File: src/rtl/mem_access_master.sv
// Initiator-side load/store engine driving data_memory: validates a request,
// then issues single or burst beats with sign/zero-extended load responses.
module mem_access_master #(
    parameter int DROM_SPACE = 1024,
    parameter int MAX_BEATS  = 16
) (
    input  logic        clk,
    input  logic        rst,
    input  logic        req_valid,
    output logic        req_ready,
    input  logic        req_we,
    input  logic [1:0]  req_size,
    input  logic        req_unsigned,
    input  logic [31:0] req_addr,
    input  logic [4:0]  req_len,
    input  logic        wr_valid,
    output logic        wr_ready,
    input  logic [31:0] wr_data,
    output logic        rsp_valid,
    input  logic        rsp_ready,
    output logic [31:0] rsp_data,
    output logic        rsp_last,
    output logic        done,
    output logic        err,
    output logic [31:0] mem_addr,
    output logic [31:0] mem_wdata,
    output logic        mem_ren,
    output logic        mem_wen,
    output logic [1:0]  mem_byte_sel,
    output logic        mem_mst_or_mvtr,
    input  logic [31:0] mem_rdata
);

    typedef enum logic [1:0] {IDLE, RD, WR} state_t;

    localparam logic [5:0]  MAXB = 6'(MAX_BEATS);
    localparam logic [33:0] SPACE = 34'(DROM_SPACE);

    state_t      state, state_nxt;
    logic [31:0] cur_addr;
    logic [1:0]  size_q;
    logic        uns_q;
    logic [4:0]  rem;

    logic [2:0]  req_bytes;
    logic [33:0] req_end;
    logic        req_bad, accept, reject, issue, wr_beat, last_beat;
    logic [31:0] ext_data;

    always_comb begin
        case (req_size)
            2'b00:   req_bytes = 3'd1;
            2'b01:   req_bytes = 3'd2;
            default: req_bytes = 3'd4;
        endcase
    end

    // End address computed wide enough that no legal-looking request can wrap.
    assign req_end = {2'b00, req_addr} + ({29'd0, req_len} * {31'd0, req_bytes});

    assign req_bad = (req_size == 2'b11)
                   || (req_size == 2'b01 && req_addr[0])
                   || (req_size == 2'b10 && req_addr[1:0] != 2'b00)
                   || (req_len == 5'd0)
                   || ({1'b0, req_len} > MAXB)
                   || (req_end > SPACE);

    assign accept    = (state == IDLE) && req_valid && !req_bad;
    assign reject    = (state == IDLE) && req_valid && req_bad;
    assign issue     = (state == RD) && (!rsp_valid || rsp_ready);
    assign wr_beat   = (state == WR) && wr_valid;
    assign last_beat = (rem == 5'd1);

    always_comb begin
        case (size_q)
            2'b00:   ext_data = uns_q ? {24'd0, mem_rdata[7:0]}
                                      : {{24{mem_rdata[7]}}, mem_rdata[7:0]};
            2'b01:   ext_data = uns_q ? {16'd0, mem_rdata[15:0]}
                                      : {{16{mem_rdata[15]}}, mem_rdata[15:0]};
            default: ext_data = mem_rdata;
        endcase
    end

    always_comb begin
        state_nxt       = state;
        req_ready       = 1'b0;
        wr_ready        = 1'b0;
        mem_ren         = 1'b0;
        mem_wen         = 1'b0;
        mem_addr        = 32'd0;
        mem_wdata       = 32'd0;
        mem_byte_sel    = size_q;
        mem_mst_or_mvtr = 1'b1;
        case (state)
            IDLE: begin
                req_ready = 1'b1;
                if (accept) state_nxt = req_we ? WR : RD;
            end
            RD: begin
                mem_ren = issue;
                if (issue) begin
                    mem_addr = cur_addr;
                    if (last_beat) state_nxt = IDLE;
                end
            end
            WR: begin
                wr_ready  = 1'b1;
                mem_wen   = wr_valid;
                mem_wdata = wr_data;
                if (wr_valid) begin
                    mem_addr = cur_addr;
                    if (last_beat) state_nxt = IDLE;
                end
            end
            default: state_nxt = IDLE;
        endcase
    end

    always_ff @(posedge clk or negedge rst) begin
        if (!rst) state <= IDLE;
        else      state <= state_nxt;
    end

    always_ff @(posedge clk or negedge rst) begin
        if (!rst) begin
            cur_addr  <= 32'd0;
            size_q    <= 2'b00;
            uns_q     <= 1'b0;
            rem       <= 5'd0;
            rsp_valid <= 1'b0;
            rsp_data  <= 32'd0;
            rsp_last  <= 1'b0;
            done      <= 1'b0;
            err       <= 1'b0;
        end else begin
            done <= reject || ((issue || wr_beat) && last_beat);
            err  <= reject;
            if (accept) begin
                cur_addr <= req_addr;
                size_q   <= req_size;
                uns_q    <= req_unsigned;
                rem      <= req_len;
            end else if (issue || wr_beat) begin
                cur_addr <= cur_addr + (32'd1 << size_q);
                rem      <= rem - 5'd1;
            end
            // A fresh beat overwrites the held response; otherwise the consumer drains it.
            if (issue) begin
                rsp_valid <= 1'b1;
                rsp_data  <= ext_data;
                rsp_last  <= last_beat;
            end else if (rsp_ready) begin
                rsp_valid <= 1'b0;
            end
        end
    end

endmodule

File: config.mk
export PLATFORM = sky130hd
export DESIGN_NAME = mem_access_master
export DESIGN_NICKNAME = d
export VERILOG_FILES = /design/src/rtl/mem_access_master.sv
export SDC_FILE = /design/constraint.sdc
export NUM_CORES = 1
export LEC_CHECK = 0
export CAP_MARGIN = 20
export CORE_MARGIN = 2
export CORE_UTILIZATION = 29
export CTS_CLUSTER_DIAMETER = 30
export DETAILED_ROUTE_END_ITERATION = 6
export GPL_ROUTABILITY_DRIVEN = 0
export SETUP_SLACK_MARGIN = 0.3
export SLEW_MARGIN = 20
export SYNTH_ARGS = -nofsm -noshare
export SYNTH_HDL_FRONTEND = slang
export SYNTH_SLANG_ARGS = --single-unit
File: constraint.sdc
create_clock -name clk -period 8.3 [get_ports clk]
set_input_delay 1.66 -clock clk [delete_from_list [all_inputs] [get_ports clk]]
set_output_delay 1.66 -clock clk [all_outputs]
set_load 0.005 [all_outputs]
==> metrics.md, run 1 <==
| Metric | Value |
|---|---|
| Diodes inserted | `0` |
| Lkg Pwr | `roughly 3.6 nW` |
| Synthesis Warnings | `0` |
| Layout Skew | `~12 ps` |
| Final WL | `approximately 17000 um` |
| Largest net degree at the start of global routing | `around 80` |
| Io pins | `approximately 220` |
| Number of flops mapped to enable cells by yosys | `0` |
| Vias | `5349` |
| Reg clk slew, reported paths | `approximately 70 ps` |
| Type of the worst min-delay path | `reg -> reg` |
| Most common cell in the synthesized netlist | `nand2_1` |
| WP data arrival | `about 7100 ps` |
| Grt ovf | `0` |
| Worst Path Max Fanout | `15` |
| Mean Syn Cell Area | `8.477 um2` |
| Top cell type by total area after synthesis | `dfrtp_1` |
| Layout cells sized above 1 | `under 10%` |
| Distinct cell type count after synthesis | `63` |
| Unrepaired setup endpoints after global routing | `no` |
| Vias in the first global route | `5048` |
| Setup WS pre-CTS | `1082 ps` |
| Die area | `between 20000 and 25000 um2` |
| Tmin final | `a little under 7000 ps` |
| Drt pass-1 iters | `4` |
| Crit. End Element | `flip-flop` |
| Postcts setup bufs | `0` |
| Wire length per cell | `around 15 um` |
| Final hold vios | `0` |
| Filler cell count | `1867` |
| Setup TNS | `0 ps` |
| CP Cell Sequence | `clkdlybuf4s50_1 > nor2b_1 > and2_1 > fa_1 > inv_1 > fa_1 > inv_1 > ha_1 > o211a_1 > a21oi_4 > a2111oi_0 > nand2_1 > xor2_1 > o211ai_1 > or4_4 > nor3_4 > buf_4 > mux2_2` |
| CTS Buf Count | `9` |
| Final hold slack | `between 400 and 500 ps` |
| Mapped Cells | `662` |
| Worst endpoint required time | `approximately 8500 ps` |
| Most used flip-flop cell after synthesis | `dfrtp_1` |
| GRT Resource Usage Total | `about 17%` |
| Nets | `between 1000 and 1500` |
| Sequential fraction of the synthesis area | `about a third` |
| Iteration-0 DRC Markers | `284` |
| Critical path's slowest cell | `clkdlybuf4s50_1` |
| Final setup fails | `0` |
| Dpl hpwl | `between 10000 and 15000 um` |
| CTS HTree Levels | `3` |
| Drt drc | `0` |
| Synth cell count leaders | `103 x nand2_1, 78 x dfrtp_1, 66 x nor2_1` |
| Post-route insts no fill | `between 1000 and 1500` |
| Cell Area, Synth | `roughly 5600 um2` |
| Largest cells by area after synthesis | `dfrtp_1 35%, nand2_1 6.9%, and2_1 5.5%` |
| Async S/R FF share, synth | `between 90% and 100%` |
| Critical path launch point type | `primary input` |
| Setup CP Type | `in -> reg` |
| FF+latch count, synth | `78` |
| Slew Limit Fails | `0` |
| Worst-skew pair later-pin latency | `340 ps` |
| Slew headroom | `around 43%` |
| Core Region | `roughly 19000 um2` |
| Initial Util | `approximately 30%` |
| Max Cap Violations | `0` |
| Final critical-path share of the clock period | `82.78%` |
| Die height | `approximately 140 um` |
| Post-route ant nets | `0` |
| Yosys top cell area share | `between 30% and 40%` |
| CTS tree | `yes` |
| Outcome | `finished clean` |
| Hold Buf Count CTS | `0` |
| Chip width | `between 100 and 150 um` |
| Power Density | `approximately 120 nW/um2` |
| Slew @ Worst Pin | `~860 ps` |
| Routed vias/inst | `~4.7` |
| Layout area overhead | `48.23%` |
| Net Count, Synth | `between 800 and 900` |
| Dpl cells | `between 1000 and 1500` |
| Max VDD drop | `roughly 0.072 mV` |
| Fin worst setup slack | `between 1000 and 1500 ps` |
| R2r setup slk | `4890 ps` |
| Clk sinks | `78` |
| F_max | `145.5 MHz` |
| Row count | `50` |
| Largest stage delay, worst path | `just over 600 ps` |
| Fin util | `around 44%` |
| Post_cts resized | `0` |
| IO Port Bufs | `~220` |
| Sequential Area | `about 2000 um2` |
| Antenna violations before repair | `0` |
| CTS root buf | `clkbuf_16` |
| First-pass GRT wire length | `~27000 um` |
| Area of the multi-input gates | `about 3400 um2` |
| Longest Clk Path Bufs | `2` |
==> final timing paths <==
check | cells past startpoint | to | from
worst max-delay path | 18 | cur_addr[7]$_DFFE_PN0P_ | req_size[1]
worst min-delay path | 2 | rsp_data[3]$_DFFE_PN0P_ | rsp_data[3]$_DFFE_PN0P_
worst max register to register | 14 | cur_addr[8]$_DFFE_PN0P_ | mem_byte_sel[1]$_DFFE_PN0P_
worst min register to register | 2 | rsp_data[3]$_DFFE_PN0P_ | rsp_data[3]$_DFFE_PN0P_
max in group asynchronous | 1 | rsp_last$_DFFE_PN0P_ | rst
min in group asynchronous | 1 | cur_addr[14]$_DFFE_PN0P_ | rst
==> where the power goes <==
group	leakage (nW)	internal (W)	switching, W
logic	2.41	0.0000810	0.0000755
clock network	0.155	0.000266	0.000164
registers	1.08	0.000381	0.000000111
total	3.65	0.000728	0.000240
==> placed cells by master (no fill, tap or decap), types with 16 or more instances in the layout <==
| master | netlist | routed |
|---|---|---|
| and2_1 | 49 | 49 |
| dfrtp_1 | 78 | 78 |
| a21oi_1 | 39 | 39 |
| nor2_1 | 66 | 65 |
| mux2_2 | 17 | 17 |
| xor2_1 | 23 | 23 |
| o21ai_0 | 16 | 16 |
| ha_1 | 20 | 20 |
| inv_1 | 27 | 27 |
| xnor2_1 | 22 | 22 |
| and3_1 | 42 | 42 |
| nand2_1 | 103 | 103 |
| nand3_1 | 17 | 17 |
| clkdlybuf4s50_1 | 0 | 214 |
==> worst max-delay path: cells and delay by family <==
family / cells / cell delay (ps)
AOI/OAI and AO/OA: 4 / 970
xor gates and xnor gates: 1 / 160
muxes: 1 / 350
adders and majority gates: 3 / 1370
buffers and inverters: 4 / 1040
and+or+nand+nor: 5 / 1530
==> flip-flops by register name (all words and copies together), names as in the netlist, 2 cells and up <==
register / flops
rsp_data: 32
mem_byte_sel: 2
state: 2
rem: 5
cur_addr: 32
==> area by class of cell <==
type | instances | area share (%)
clock buffers | 10 | 2.753
clock inverters | 6 | 1.113
inverters | 28 | 1.264
multi-input cells | 530 | 41.25
flip-flops and latches | 78 | 23.47
well taps | 260 | 3.911
repair buffers | 219 | 26.25
==> cells by family after synthesis <==
group                      count (synthesis)  share of synthesized area [%]
muxes                                     21                          4.147
adders and majority gates                 30                          8.027
other                                      1                        0.06683
AOI/OAI and AO/OA                         99                          11.66
buffers and inverters                     54                          4.125
DFF                                       78                          34.78
and+or+nand+nor                          334                          30.17
xor gates and xnor gates                  45                          7.023
==> metal layers <==
| metal | GRT usage (%) | share of wire, % |
|---|---|---|
| met5 | 0 | 0 |
| met4 | 4.065 | 0.96 |
| met3 | 4.359 | 8.1 |
| met2 | 28.15 | 48 |
| met1 | 20.76 | 43 |
==> per-stage QoR <==
| step | power [W] | cell area (um2) |
|---|---|---|
| after floorplan | 0.0004591 | 5612 |
| after global placement | 0.0005447 | 7990 |
| after detailed placement | 0.0005447 | 7990 |
| after CTS | 0.0009820 | 8312 |
| after global routing | 0.001011 | 8318 |
| final | 0.0009678 | 8318 |
(Power assumes the default switching activity.)
==> run 2: changes to the inputs <==
==> constraint.sdc (replaced) <==
create_clock -name clk -period 7 [get_ports clk]
set_input_delay 1.4 -clock clk [delete_from_list [all_inputs] [get_ports clk]]
set_output_delay 1.4 -clock clk [all_outputs]
set_load 0.005 [all_outputs]
==> run 2 against run 1 <==
Against the previous run: hold slack hardly changed; global-route usage is 0.44 points lower; first-iteration DRC count is 24% lower; sequential share of layout area is 0.12 points higher; utilization is 0.23 points lower; final cell count stayed put; setup slack worse by 750 ps; critical path depth stayed put; clock power is 2% higher; die area stayed put; sequential power is 18% higher; routed wire length is 0.25% lower; highest routed layer unchanged.
==> metrics.md, run 2 (synthesis results as in run 1) <==
| Metric | Value |
|---|---|
| CTS root buf | `clkbuf_16` |
| Layout area overhead | `47.47%` |
| Io pins | `about 220` |
| Core Region | `approximately 19000 um2` |
| Chip width | `about 140 um` |
| Setup TNS | `0 ps` |
| Antenna violations before repair | `0` |
| Largest regs | `cur_addr: 32 flops, rsp_data: 32 flops, rem: 5 flops` |
| Wire length per cell | `~15 um` |
| Iteration-0 DRC Markers | `between 200 and 250` |
| Design area | `8275 um2` |
| Final WL | `roughly 17000 um` |
| IO Port Bufs | `~220` |
| Sw frac | `25.99%` |
| Final setup fails | `0` |
| GRT Resource Usage Total | `between 10% and 20%` |
| Comb power frac | `between 10% and 20%` |
| Net switching power | `around 0.00028 W` |
| Worst endpoint required time | `approximately 7200 ps` |
| Layout cells sized above 1 | `6.200%` |
| Clk sinks | `78` |
| CTS Buf Count | `9` |
| CTS tree | `yes` |
| Max Cap Violations | `0` |
| CTS HTree Levels | `3` |
| Crit. End Element | `flip-flop` |
| Power Density | `between 100 and 150 nW/um2` |
| R2r setup slk | `approximately 3600 ps` |
| Die height | `143.1 um` |
| Row count | `50` |
| Unrepaired setup endpoints after global routing | `no` |
| Area post-placement | `between 7000 and 8000 um2` |
| Sequential fraction of design power | `between 40% and 50%` |
| Worst Path Max Fanout | `29` |
| First-pass GRT wire length | `~26000 um` |
| Setup CP Type | `in -> reg` |
| Drt pass-1 iters | `4` |
| Lkg Pwr | `about 3.6 nW` |
| Worst-skew pair later-pin latency | `340 ps` |
| Vias | `5374` |
| Postcts setup bufs | `0` |
| Grt ovf | `0` |
| Drt drc | `0` |
| Max VDD drop | `about 0.085 mV` |
| Largest net degree at the start of global routing | `between 70 and 80` |
| Reg clk slew, reported paths | `around 60 ps` |
| Slew Limit Fails | `0` |
| Int Pwr | `between 0.0007 and 0.0008 W` |
| Hold Buf Count CTS | `0` |
| Most frequent cells in the layout | `214 x clkdlybuf4s50_1, 103 x nand2_1, 78 x dfrtp_1` |
| Outcome | `finished clean` |
| Tmin final | `roughly 6300 ps` |
| Critical path launch point type | `primary input` |
| Final hold vios | `0` |
| Nets | `roughly 1000` |
| Clock power frac | `around two fifths` |
| Most common cell after layout, fill and taps aside | `clkdlybuf4s50_1` |
| Routed vias/inst | `about 4.8` |
| Type of the worst min-delay path | `reg -> reg` |
| Die area | `between 20000 and 25000 um2` |
| Longest Clk Path Bufs | `2` |
| WP data arrival | `approximately 6500 ps` |
| Post-route ant nets | `0` |
| Initial Util | `approximately 30%` |
| Vias in the first global route | `5089` |
| Final critical-path share of the clock period | `roughly nine tenths` |
| Post_cts resized | `0` |
| Slew headroom | `44.89%` |
| F_max | `approximately 160 MHz` |
| Diodes inserted | `0` |
| Final hold slack | `~470 ps` |
| Dpl hpwl | `between 10000 and 15000 um` |
| Slew @ Worst Pin | `between 800 and 900 ps` |
| Layout Skew | `roughly 9.2 ps` |
run 2: cell count changes in the layout (fill, tap and decap cells not counted), sizes merged:
| cell | previous run | this run |
|---|---|---|
| buf | 5 | 6 |
| clkinvlp | 1 | 0 |
| bufinv | 2 | 0 |
| clkinv | 2 | 4 |
run 2: path summary, 6_finish.rpt:
path | start | end | cells after the start
min in group asynchronous | rst | cur_addr[11]$_DFFE_PN0P_ | 1
worst min register to register | rsp_data[5]$_DFFE_PN0P_ | rsp_data[5]$_DFFE_PN0P_ | 2
worst min-delay path | rsp_data[5]$_DFFE_PN0P_ | rsp_data[5]$_DFFE_PN0P_ | 2
worst max-delay path | req_size[1] | cur_addr[7]$_DFFE_PN0P_ | 18
max in group asynchronous | rst | rem[0]$_DFFE_PN0P_ | 1
worst max register to register | state[0]$_DFFE_PN0P_ | cur_addr[21]$_DFFE_PN0P_ | 9
run 2: metrics by stage:
step	utilization, %	setup WS, ps	cells	power (W)
5_1_grt	43.95	437.0	1131	0.001124
6_report	43.95	680.5	1131	0.001075
4_1_cts	43.91	705.2	1131	0.001084
3_5_place_dp	42.47	356.1	1116	0.0006455
3_3_place_gp	42.47	495.4	1116	0.0006454
2_1_floorplan	-	1377	662	0.0005444
run 2: power groups by stage:
stage	logic, W	registers [W]	clock network [W]
floorplan	0.0000843	0.000460	0
global placement	0.000186	0.000460	0
detailed placement	0.000186	0.000460	0
CTS	0.000186	0.000451	0.000446
global route	0.000205	0.000451	0.000468
finish	0.000185	0.000451	0.000439
run 2: final cells by class:
cell class,instances,area [um2]
Tap cell,260,325.3
Clock buffer,10,239.0
Sequential cell,78,1952
Multi-Input combinational cell,530,3431
Inverter,28,105.1
Clock inverter,5,32.53
Fill cell,1878,10560
Timing Repair Buffer,220,2191
run 2: worst max-delay path: stages:
cell	delay, ps
clkdlybuf4s50_1	620
nor2b_1	140
and2_1	190
fa_1	500
inv_1	50
fa_1	490
inv_1	40
ha_1	380
o211a_1	240
a21oi_4	100
a2111oi_0	520
nand2_1	130
xor2_1	160
o211ai_1	110
or4_4	570
nor3_4	150
buf_4	350
mux2_2	380
run 2: metal layers:
layer	global-route usage (%)	wire (um)	vias to the layer above	share of wire (%)
li1	-	-	2654	-
met1	20.10	7208	2507	43
met2	27.63	8142	195	48
met3	3.488	1286	18	7.6
met4	4.950	312	0	1.8
met5	0	0	-	0
